--- src/rtl/luma_pkg.sv ---
// Shared types and constants for the RGB-to-luma pipeline: input formats,
// coefficient/sum widths, default coefficients and the per-stage payloads.
package luma_pkg;

    localparam int FMT_RGB565 = 0;
    localparam int FMT_RGB888 = 1;

    localparam int COEF_W = 8;
    localparam int SUM_W  = 18;

    localparam int DEFAULT_COEF_R = 77;
    localparam int DEFAULT_COEF_G = 150;
    localparam int DEFAULT_COEF_B = 29;

    // data holds expanded RGB888, the raw weighted sum or the final luma,
    // depending on which stage the beat sits in
    typedef struct packed {
        logic [23:0] data;
        logic        sof;
        logic        eol;
    } beat_t;

    typedef struct packed {
        logic [COEF_W-1:0] r;
        logic [COEF_W-1:0] g;
        logic [COEF_W-1:0] b;
    } coef_set_t;

    typedef struct packed {
        coef_set_t coef;
        beat_t     beat;
    } s1_t;

endpackage

--- src/rtl/rgb_to_luma_pipe_if.sv ---
// Pixel stream in, luma stream out, with valid/ready handshakes, frame
// sideband and the requested coefficient set.
interface rgb_to_luma_pipe_if #(
    parameter int IN_W  = 24,
    parameter int OUT_W = 8
);
    logic [IN_W-1:0]              in_pixel;
    logic                         in_sof;
    logic                         in_eol;
    logic                         in_valid;
    logic                         in_ready;
    logic [luma_pkg::COEF_W-1:0]  coef_r;
    logic [luma_pkg::COEF_W-1:0]  coef_g;
    logic [luma_pkg::COEF_W-1:0]  coef_b;
    logic [OUT_W-1:0]             out_luma;
    logic                         out_sof;
    logic                         out_eol;
    logic                         out_valid;
    logic                         out_ready;

    modport slave (
        input  in_pixel, in_sof, in_eol, in_valid, coef_r, coef_g, coef_b, out_ready,
        output in_ready, out_luma, out_sof, out_eol, out_valid
    );

    modport master (
        output in_pixel, in_sof, in_eol, in_valid, coef_r, coef_g, coef_b, out_ready,
        input  in_ready, out_luma, out_sof, out_eol, out_valid
    );
endinterface

--- src/rtl/luma_pipe_stage.sv ---
// One stallable pipeline register: payload plus valid, loading whenever it is
// empty or its current contents are taken downstream in the same cycle.
module luma_pipe_stage #(
    parameter int W = 26
) (
    input  logic         clk,
    input  logic         reset_n,
    input  logic         up_valid,
    output logic         up_ready,
    input  logic [W-1:0] up_data,
    output logic         dn_valid,
    input  logic         dn_ready,
    output logic [W-1:0] dn_data
);

    logic         vld_q;
    logic [W-1:0] data_q;

    assign up_ready = !vld_q || dn_ready;
    assign dn_valid = vld_q;
    assign dn_data  = data_q;

    // payload only updates on a real load so a stalled output stays stable
    always_ff @(posedge clk or negedge reset_n) begin
        if (!reset_n) begin
            vld_q  <= 1'b0;
            data_q <= '0;
        end else begin
            if (up_ready) vld_q <= up_valid;
            if (up_ready && up_valid) data_q <= up_data;
        end
    end

endmodule

--- src/rtl/rgb_to_luma_pipe.sv ---
// Weighted RGB-to-luma converter: expand -> multiply/accumulate ->
// round/saturate, three stallable stages with sof/eol riding along.
module rgb_to_luma_pipe
    import luma_pkg::*;
#(
    parameter int IN_FMT     = FMT_RGB565,
    parameter int IN_W       = 24,
    parameter int OUT_W      = 8,
    parameter int DEF_COEF_R = DEFAULT_COEF_R,
    parameter int DEF_COEF_G = DEFAULT_COEF_G,
    parameter int DEF_COEF_B = DEFAULT_COEF_B
) (
    input logic               clk,
    input logic               reset_n,
    rgb_to_luma_pipe_if.slave bus
);

    function automatic logic [23:0] expand_rgb(input logic [23:0] pix);
        logic [4:0] r5;
        logic [5:0] g6;
        logic [4:0] b5;
        r5 = pix[15:11];
        g6 = pix[10:5];
        b5 = pix[4:0];
        if (IN_FMT == FMT_RGB888) expand_rgb = pix;
        else expand_rgb = {r5, r5[4:2], g6, g6[5:4], b5, b5[4:2]};
    endfunction

    function automatic logic [OUT_W-1:0] round_sat(input logic [SUM_W-1:0] sum);
        logic [SUM_W:0] rounded;
        logic [SUM_W:0] scaled;
        rounded = {1'b0, sum} + ((SUM_W+1)'(1) << (15 - OUT_W));
        scaled  = rounded >> (16 - OUT_W);
        if (|scaled[SUM_W:OUT_W]) round_sat = {OUT_W{1'b1}};
        else round_sat = scaled[OUT_W-1:0];
    endfunction

    logic [31:0] pix_ext;
    coef_set_t   coef_act;
    coef_set_t   coef_req;
    coef_set_t   coef_eff;
    logic        accept;

    s1_t         s1_in;
    s1_t         s1_p1;
    logic        vld_p1;
    logic        rdy_p1;
    beat_t       s2_in;
    beat_t       s2_p2;
    logic        vld_p2;
    logic        rdy_p2;
    beat_t       s3_in;
    beat_t       s3_p3;

    logic [15:0]      prod_r_p1;
    logic [15:0]      prod_g_p1;
    logic [15:0]      prod_b_p1;
    logic [SUM_W-1:0] sum_p1;

    assign pix_ext  = 32'(bus.in_pixel);
    assign coef_req = {bus.coef_r, bus.coef_g, bus.coef_b};
    assign accept   = bus.in_valid && bus.in_ready;

    // an accepted SOF beat already uses the coefficients it brings in
    assign coef_eff = bus.in_sof ? coef_req : coef_act;

    always_ff @(posedge clk or negedge reset_n) begin
        if (!reset_n) begin
            coef_act.r <= COEF_W'(DEF_COEF_R);
            coef_act.g <= COEF_W'(DEF_COEF_G);
            coef_act.b <= COEF_W'(DEF_COEF_B);
        end else if (accept && bus.in_sof) begin
            coef_act <= coef_req;
        end
    end

    // stage 1: channel expansion, coefficients captured per beat
    always_comb begin
        s1_in.coef      = coef_eff;
        s1_in.beat.data = expand_rgb(pix_ext[23:0]);
        s1_in.beat.sof  = bus.in_sof;
        s1_in.beat.eol  = bus.in_eol;
    end

    luma_pipe_stage #(.W($bits(s1_t))) u_stage1 (
        .clk      (clk),
        .reset_n  (reset_n),
        .up_valid (bus.in_valid),
        .up_ready (bus.in_ready),
        .up_data  (s1_in),
        .dn_valid (vld_p1),
        .dn_ready (rdy_p1),
        .dn_data  (s1_p1)
    );

    // stage 2: full-precision weighted sum
    always_comb begin
        prod_r_p1  = s1_p1.beat.data[23:16] * s1_p1.coef.r;
        prod_g_p1  = s1_p1.beat.data[15:8]  * s1_p1.coef.g;
        prod_b_p1  = s1_p1.beat.data[7:0]   * s1_p1.coef.b;
        sum_p1     = SUM_W'(prod_r_p1) + SUM_W'(prod_g_p1) + SUM_W'(prod_b_p1);
        s2_in.data = 24'(sum_p1);
        s2_in.sof  = s1_p1.beat.sof;
        s2_in.eol  = s1_p1.beat.eol;
    end

    luma_pipe_stage #(.W($bits(beat_t))) u_stage2 (
        .clk      (clk),
        .reset_n  (reset_n),
        .up_valid (vld_p1),
        .up_ready (rdy_p1),
        .up_data  (s2_in),
        .dn_valid (vld_p2),
        .dn_ready (rdy_p2),
        .dn_data  (s2_p2)
    );

    // stage 3: round to nearest and clamp to the output range
    always_comb begin
        s3_in.data = 24'(round_sat(s2_p2.data[SUM_W-1:0]));
        s3_in.sof  = s2_p2.sof;
        s3_in.eol  = s2_p2.eol;
    end

    luma_pipe_stage #(.W($bits(beat_t))) u_stage3 (
        .clk      (clk),
        .reset_n  (reset_n),
        .up_valid (vld_p2),
        .up_ready (rdy_p2),
        .up_data  (s3_in),
        .dn_valid (bus.out_valid),
        .dn_ready (bus.out_ready),
        .dn_data  (s3_p3)
    );

    assign bus.out_luma = s3_p3.data[OUT_W-1:0];
    assign bus.out_sof  = s3_p3.sof;
    assign bus.out_eol  = s3_p3.eol;

    logic unused_bits;
    assign unused_bits = ^{pix_ext[31:24], s2_p2.data[23:SUM_W], s3_p3.data[23:OUT_W]};

endmodule

--- src/flat_wrapper.sv ---
// flat-port wrapper written by rule: the top's interface ports become plain ports
module rgb_to_luma_pipe_flat import luma_pkg::*;
#(
    parameter int IN_FMT     = FMT_RGB565,
    parameter int IN_W       = 24,
    parameter int OUT_W      = 8,
    parameter int DEF_COEF_R = DEFAULT_COEF_R,
    parameter int DEF_COEF_G = DEFAULT_COEF_G,
    parameter int DEF_COEF_B = DEFAULT_COEF_B
)
  (clk, reset_n, bus_in_pixel, bus_in_sof, bus_in_eol, bus_in_valid, bus_coef_r, bus_coef_g, bus_coef_b, bus_out_ready, bus_in_ready, bus_out_luma, bus_out_sof, bus_out_eol, bus_out_valid);
  rgb_to_luma_pipe_if #(.IN_W(IN_W), .OUT_W(OUT_W)) bus_i ();
  input logic clk;
  input logic reset_n;
  input wire logic [$bits(bus_i.in_pixel)-1:0] bus_in_pixel;
  input wire logic [$bits(bus_i.in_sof)-1:0] bus_in_sof;
  input wire logic [$bits(bus_i.in_eol)-1:0] bus_in_eol;
  input wire logic [$bits(bus_i.in_valid)-1:0] bus_in_valid;
  input wire logic [$bits(bus_i.coef_r)-1:0] bus_coef_r;
  input wire logic [$bits(bus_i.coef_g)-1:0] bus_coef_g;
  input wire logic [$bits(bus_i.coef_b)-1:0] bus_coef_b;
  input wire logic [$bits(bus_i.out_ready)-1:0] bus_out_ready;
  output wire logic [$bits(bus_i.in_ready)-1:0] bus_in_ready;
  output wire logic [$bits(bus_i.out_luma)-1:0] bus_out_luma;
  output wire logic [$bits(bus_i.out_sof)-1:0] bus_out_sof;
  output wire logic [$bits(bus_i.out_eol)-1:0] bus_out_eol;
  output wire logic [$bits(bus_i.out_valid)-1:0] bus_out_valid;
  assign bus_i.in_pixel = bus_in_pixel;
  assign bus_i.in_sof = bus_in_sof;
  assign bus_i.in_eol = bus_in_eol;
  assign bus_i.in_valid = bus_in_valid;
  assign bus_i.coef_r = bus_coef_r;
  assign bus_i.coef_g = bus_coef_g;
  assign bus_i.coef_b = bus_coef_b;
  assign bus_i.out_ready = bus_out_ready;
  assign bus_in_ready = bus_i.in_ready;
  assign bus_out_luma = bus_i.out_luma;
  assign bus_out_sof = bus_i.out_sof;
  assign bus_out_eol = bus_i.out_eol;
  assign bus_out_valid = bus_i.out_valid;
  rgb_to_luma_pipe #(.IN_FMT(IN_FMT), .IN_W(IN_W), .OUT_W(OUT_W), .DEF_COEF_R(DEF_COEF_R), .DEF_COEF_G(DEF_COEF_G), .DEF_COEF_B(DEF_COEF_B)) u_core (.clk(clk), .reset_n(reset_n), .bus(bus_i));
endmodule
--- config.mk ---
export PLATFORM = sky130hd
export DESIGN_NAME = rgb_to_luma_pipe_flat
export DESIGN_NICKNAME = d
export VERILOG_FILES = /design/src/rtl/luma_pkg.sv /design/src/rtl/rgb_to_luma_pipe_if.sv /design/src/rtl/luma_pipe_stage.sv /design/src/rtl/rgb_to_luma_pipe.sv /design/src/flat_wrapper.sv
export SDC_FILE = /design/constraint.sdc
export NUM_CORES = 1
export LEC_CHECK = 0
export BUFFER_PORTS_ARGS = -buffer_cell sky130_fd_sc_hd__buf_4
export CAP_MARGIN = 20
export CORE_ASPECT_RATIO = 1.25
export CORE_MARGIN = 5
export CORE_UTILIZATION = 40
export CTS_BUF_LIST = sky130_fd_sc_hd__clkbuf_8
export DETAILED_ROUTE_END_ITERATION = 7
export PLACE_DENSITY = 0.55
export SYNTH_ARGS = -nofsm -noshare
export SYNTH_HDL_FRONTEND = slang
export SYNTH_SLANG_ARGS = --single-unit
--- constraint.sdc ---
create_clock -name clk -period 18.7 [get_ports clk]
set_input_delay 3.74 -clock clk [delete_from_list [all_inputs] [get_ports clk]]
set_output_delay 3.74 -clock clk [all_outputs]
set_load 0.1 [all_outputs]
==> qor.csv, run 1 <==
metric,value,unit
RePlAce Congestion,0.850,
Tightest Hold Check Type,reg2reg,
Crit Path Class,reg2reg,
H-tree depth,3,
First-pass DRT Iterations,4,
Post-Syn Area,0.0101,sq mm
Mapped Nets,1304,
post-route ant nets,0,
worst-margin pin slew,0.848,ns
Worst-path clk slew,0.09,ns
Setup Skew,0.0129,ns
Yosys reg bits,92,
placed insts,1383,
# rows,65,
Bufs on Longest Clock Path,2,
max_slew headroom,43.4,%
final hold violations,0,
"slowest stage delay, CP",0.58,ns
"Req. time, crit path",18.93,ns
Critical Path End Type,register,
Mapped Cells,1006,
CTS tree,yes,
postcts setup bufs,0,
design area,0.0112,sq mm
most frequent cell on the critical path,fa_1,
CP arrival,9.07,ns
setup_tns,0,ns
ANT cells,0,
Num CTS Buffers,9,
Syn Area/Cell,10.1,sq um
global-route usage over all layers,15.0,%
Worst setup startpoint,u_core.u_stage1.dn_data[23],
initial DRC count,278,
aggregate routed wire length,20300,um
RSZ-0062 raised after global routing,false,
Tcrit/Tclk final,47.3,%
number of port buffers,57,
startpoint types,register,
"non-filler cells, final",1399,
R2R Path End,u_core.u_stage2.dn_data[17],
Final HPWL DP,17300,um
warnings from Yosys,0,
DR DRC count,0,
Root Buffer,clkbuf_8,
hold buffer count at CTS,0,
starting density of the core,40.3,%
first-pass GRT wire length,34900,um
Max Clock Freq,113,MHz
register area share after synthesis,22.9,%
CP Capture Point,u_core.u_stage2.dn_data[17],
Synth top area share,28.1,%
DP Area,0.0109,sq mm
wire per inst,14.5,um
I/O pin count,66,
r2r setup slk,9.86,ns
Synth top cells by count,"inv_1, fa_1, ha_1, nand2_1, and2_1",
"count leader, synth",inv_1,
"Async S/R FF share, synth",100,%
vias in the first global route,6893,
Die X,152,um
leading area contributor after synthesis,fa_1,
Die ar.,0.0286,sq mm
worst skew pair latency,0.37,ns
Final Max Slew Viols,0,
max_cap viols,0,
# nets final,1357,
PostCTS Resize Cnt,0,
Post-synth EDFFs,0,
DR vias,6666,
final setup violation count,0,
worst r2r src,u_core.u_stage1.dn_data[23],
core box area,0.0251,sq mm
gr ovfl total,0,
Reg2Reg Depth,28,
"Max FO, Critical Path",9,
Synth area leaders,"fa_1, dfrtp_1, ha_1",
area grow syn2layout,10.2,%
outcome,completed,
share of cells above drive strength 1,13.9,%
synth unique cells,47,
largest net degree at the start of global routing,68,
post-route minimum period,8.84,ns
DR vias/cell,4.76,
Setup WS post-layout,9.86,ns
pre-CTS setup slack,9.81,ns
"Top FF cell, synth",dfrtp_1,
Crit-path slowest cell,fa_1,
Die H,188,um
initial antenna violation count,0,
Sink Count,92,
cell families after synthesis:
kind of cell,count (synthesis),synth area share [%]
flip-flops,92,22.9
XOR/XNOR,28,2.42
buffers and inverters,239,8.88
AO/OA/AOI/OAI,87,5.31
AND/OR/NAND/NOR,245,12.2
adder cells (fa/ha/maj),244,40.7
multiplexers,71,7.60
worst min path at each step:
| stage | start | endpoint | slack [ns] | depth (start not counted) |
|---|---|---|---|---|
| 2_1_floorplan | u_core.u_stage1.dn_data[1] | u_core.u_stage1.dn_data[1] | 0.44 | 2 |
| 3_3_place_gp | u_core.u_stage1.dn_data[1] | u_core.u_stage1.dn_data[1] | 0.46 | 2 |
| 3_5_place_dp | u_core.u_stage1.dn_data[1] | u_core.u_stage1.dn_data[1] | 0.47 | 2 |
| 4_1_cts | u_core.u_stage1.dn_data[1] | u_core.u_stage1.dn_data[1] | 0.49 | 2 |
| 5_1_grt | u_core.u_stage1.dn_data[1] | u_core.u_stage1.dn_data[1] | 0.51 | 2 |
| 6_report | u_core.u_stage1.dn_data[1] | u_core.u_stage1.dn_data[1] | 0.49 | 2 |
cell type report:
type	count	area [sq um]
clock buffers	10	138
clock inverters	6	93.8
flip-flops and latches	92	2320
multi-input cells	675	6910
well taps	335	419
fillers	2469	14000
inverters	221	830
repair buffers	60	450
critical path: cells and delay by family (launching register included):
kind / cells / cell delay [ns]
buffers and inverters: 6 / 0.33
and+or+nand+nor: 2 / 0.28
adders and majority gates: 12 / 5.73
xor gates and xnor gates: 1 / 0.09
DFF: 1 / 0.54
AOI/OAI and AO/OA: 7 / 1.72
state kept, by name (all words and copies together), names as in the netlist:
signal / cells
u_core.coef_act: 24
u_core.u_stage1.dn_data: 42
u_core.u_stage1.dn_valid: 1
u_core.u_stage2.dn_data: 13
u_core.u_stage2.dn_valid: 1
u_core.u_stage3.dn_data: 10
u_core.u_stage3.dn_valid: 1
stage by stage:
stage               hold slack (ns)  util (%)
floorplan                     0.443         -
global placement              0.459      43.5
detailed placement            0.470      43.5
CTS                           0.493      44.4
global route                  0.513      44.4
finish                        0.489      44.4
per-layer routing:
metal | global-route usage [%] | part of all wire (%)
met1 | 21.7 | 48
met2 | 24.5 | 49
met3 | 1.45 | 2.7
met4 | 3.56 | 1.0
met5 | 0 | 0
placed cells by master, fill, tap and decap left out, types with 2 or more instances in the layout:
| master | count |
|---|---|
| nor3b_1 | 3 |
| nor2b_1 | 5 |
| nor3_1 | 3 |
| bufinv_16 | 2 |
| o21bai_1 | 3 |
| and2_1 | 81 |
| buf_4 | 60 |
| clkbuf_8 | 10 |
| mux2i_1 | 24 |
| a21o_2 | 2 |
| ha_1 | 102 |
| dfstp_2 | 12 |
| or2_2 | 3 |
| and3_1 | 5 |
| fa_1 | 142 |
| dfrtp_1 | 80 |
| nand2b_1 | 5 |
| o21ai_0 | 36 |
| a21o_1 | 4 |
| mux2_2 | 47 |
| nand2_1 | 99 |
| o21a_1 | 2 |
| xnor2_1 | 13 |
| a21oi_1 | 21 |
| inv_1 | 221 |
| o21ai_1 | 2 |
| nand4_1 | 2 |
| xor2_1 | 15 |
| a211oi_1 | 8 |
| nor2_1 | 23 |
| nand3_1 | 8 |
Power of run 1 is left out: the tool's default activity adds up to more than one toggle a clock period on the data nets, which glitch-free logic cannot reach.
==> run 2, diff against run 1 <==
--- a/config.mk
+++ b/config.mk
@@ -12,7 +12,7 @@
 export CORE_UTILIZATION = 40
 export CTS_BUF_LIST = sky130_fd_sc_hd__clkbuf_8
 export DETAILED_ROUTE_END_ITERATION = 7
-export PLACE_DENSITY = 0.55
+export PLACE_DENSITY = 0.57
 export SYNTH_ARGS = -nofsm -noshare
 export SYNTH_HDL_FRONTEND = slang
 export SYNTH_SLANG_ARGS = --single-unit
==> constraint.sdc (replaced) <==
create_clock -name clk -period 7.59 [get_ports clk]
set_input_delay 1.518 -clock clk [delete_from_list [all_inputs] [get_ports clk]]
set_output_delay 1.518 -clock clk [all_outputs]
set_load 0.1 [all_outputs]
==> run 2 against run 1 <==
  * The flow now finishes with violations (setup timing)
  * Register-to-register slack got worse by 10 ns
  * Cell count rose by 7.4%
  * Global-route usage grew 1.5 points
  * Utilization increased by 4.4 points
  * Fmax rose by 9.5%
  * Sequential share of layout area shrank 1.8 points
  * Clock skew up 0.0012 ns
  * Critical path type unchanged
==> qor.csv, run 2 (same netlist as run 1, synthesis figures left out) <==
metric,value,unit,change
Reg2Reg Depth,27,,-3.6%
DR vias,7034,,+5.5%
Final Max Slew Viols,0,,unchanged
final hold violations,0,,unchanged
gr ovfl total,0,,unchanged
post-route minimum period,8.08,ns,-0.764 ns
met3 Usage GRT,1.87,%,+0.42 points
Fillers,2378,,-3.7%
outcome,finished with violations,,
aggregate routed wire length,22400,um,+10%
worst r2r src,u_core.u_stage1.dn_data[17],,
Largest register FFs,42,,unchanged
largest net degree at the start of global routing,71,,+4.4%
starting density of the core,40.3,%,unchanged
most frequent cells in the layout,"inv_1, buf_4, fa_1, nand2_1, ha_1",,
Worst-path clk slew,0.09,ns,about the same
failing checks,setup timing,,
max_slew headroom,39.4,%,-4.0 points
RSZ-0062 raised after global routing,true,,
initial DRC count,224,,-19%
GRT met2 Usage,27.5,%,+3.0 points
Sink Count,92,,unchanged
pre-CTS setup slack,-0.845,ns,-10.66 ns
DP Area,0.0117,sq mm,+7.4%
# nets final,1460,,+7.6%
Die X,152,um,unchanged
H-tree depth,3,,unchanged
"slowest stage delay, CP",0.55,ns,-0.03 ns
R2R Path End,u_core.u_stage2.dn_data[19],,
vias in the first global route,7416,,+7.6%
hold endpoint,u_core.u_stage2.dn_valid,,
initial antenna violation count,0,,unchanged
"non-filler cells, final",1502,,+7.4%
First-pass DRT Iterations,4,,unchanged
share of cells above drive strength 1,26.5,%,+13 points
placed insts,1476,,+6.7%
Crit Path Class,reg2reg,,
DR vias/cell,4.68,,-1.7%
r2r setup slk,-0.49,ns,-10.35 ns
Crit-path slowest cell,fa_1,,
met1 Use GR,23.3,%,+1.5 points
Min Hold Slack,0.499,ns,+0.00989 ns
first-pass GRT wire length,37900,um,+8.6%
"Max FO, Critical Path",9,,unchanged
number of port buffers,57,,unchanged
most frequent cell on the critical path,fa_1,,
Final HPWL DP,18700,um,+7.8%
DR DRC count,0,,unchanged
# rows,65,,unchanged
Tcrit/Tclk final,106,%,+59 points
I/O pin count,66,,unchanged
Max Clock Freq,124,MHz,+9.5%
area grow syn2layout,21.2,%,
wire per inst,14.9,um,+2.7%
Setup WS post-layout,-0.487,ns,-10.35 ns
worst skew pair latency,0.38,ns,about the same
ANT cells,0,,unchanged
Root Buffer,clkbuf_8,,
max_cap viols,0,,unchanged
Critical Path End Type,register,,
post-route ant nets,0,,unchanged
grt peak-use layer,met2,,
Bufs on Longest Clock Path,2,,unchanged
Num CTS Buffers,9,,unchanged
design area,0.0123,sq mm,+10%
RePlAce Congestion,0.835,,-1.8%
startpoint types,register,,
Die ar.,0.0286,sq mm,unchanged
final setup violation count,10,,+10
Die H,188,um,unchanged
HP Start,u_core.u_stage1.dn_valid,,
global-route usage over all layers,16.5,%,+1.5 points
worst-margin pin slew,0.909,ns,+0.0607 ns
"most common cell after layout, fill and taps aside",inv_1,,
Tightest Hold Check Type,reg2reg,,
"Req. time, crit path",7.90,ns,-11.03 ns
hold buffer count at CTS,0,,unchanged
core box area,0.0251,sq mm,unchanged
hold depth,1,,-1
CTS tree,yes,,
Setup Skew,0.0141,ns,+0.00117 ns
CP arrival,8.39,ns,-0.68 ns
## run 2: layer usage
| layer | routed length (um) | vias to the layer above |
|---|---|---|
| met5 | 0 | - |
| met4 | 266 | 0 |
| met3 | 830 | 14 |
| met2 | 11000 | 99 |
| met1 | 10300 | 3474 |
| li1 | - | 3447 |
## run 2: repair_timing
action,CTS,global route
cloned,0,0
hold endpoints to repair,0,0
endpoints found under the setup margin,11,11
pin swaps,30,26
setup buffers,7,3
resized for setup,35,25
## run 2: worst max-delay path by stage
stage	end	slack, ns	from	cells past startpoint
5_1_grt	u_core.u_stage2.dn_data[19]	-0.79	u_core.u_stage1.dn_data[25]	28
3_3_place_gp	u_core.u_stage2.dn_data[18]	-0.76	u_core.u_stage1.dn_data[23]	28
2_1_floorplan	u_core.u_stage2.dn_data[17]	-0.18	u_core.u_stage1.dn_data[23]	29
3_5_place_dp	u_core.u_stage2.dn_data[17]	-0.84	u_core.u_stage1.dn_data[23]	28
4_1_cts	u_core.u_stage2.dn_data[18]	-0.63	u_core.u_stage1.dn_data[23]	28
6_report	u_core.u_stage2.dn_data[19]	-0.49	u_core.u_stage1.dn_data[17]	27
## run 2: area by class of cell
class | count | area [sq um] | area share (%)
flip-flops and latches | 92 | 2330 | 19.0
clock buffers | 10 | 138 | 1.12
multi-input cells | 675 | 7270 | 59.3
clock inverters | 6 | 51.3 | 0.418
inverters | 221 | 830 | 6.76
well taps | 335 | 419 | 3.42
repair buffers | 163 | 1230 | 10.0
## run 2: worst max-delay path: cells and delay by family (launching register included)
| kind | cells | cell delay (ns) |
|---|---|---|
| adders and majority gates | 12 | 5.53 |
| and+or+nand+nor | 5 | 1.09 |
| DFF | 1 | 0.49 |
| buffers and inverters | 7 | 0.40 |
| AOI/OAI and AO/OA | 2 | 0.34 |
| xor gates and xnor gates | 1 | 0.17 |
## run 2: stage by stage
step | TNS (ns) | utilization, %
floorplan | -0.581 | -
global placement | -5.80 | 46.7
detailed placement | -6.44 | 46.7
CTS | -4.53 | 48.2
global route | -7.00 | 48.8
finish | -3.42 | 48.8
Power of run 2 is left out for the same reason.
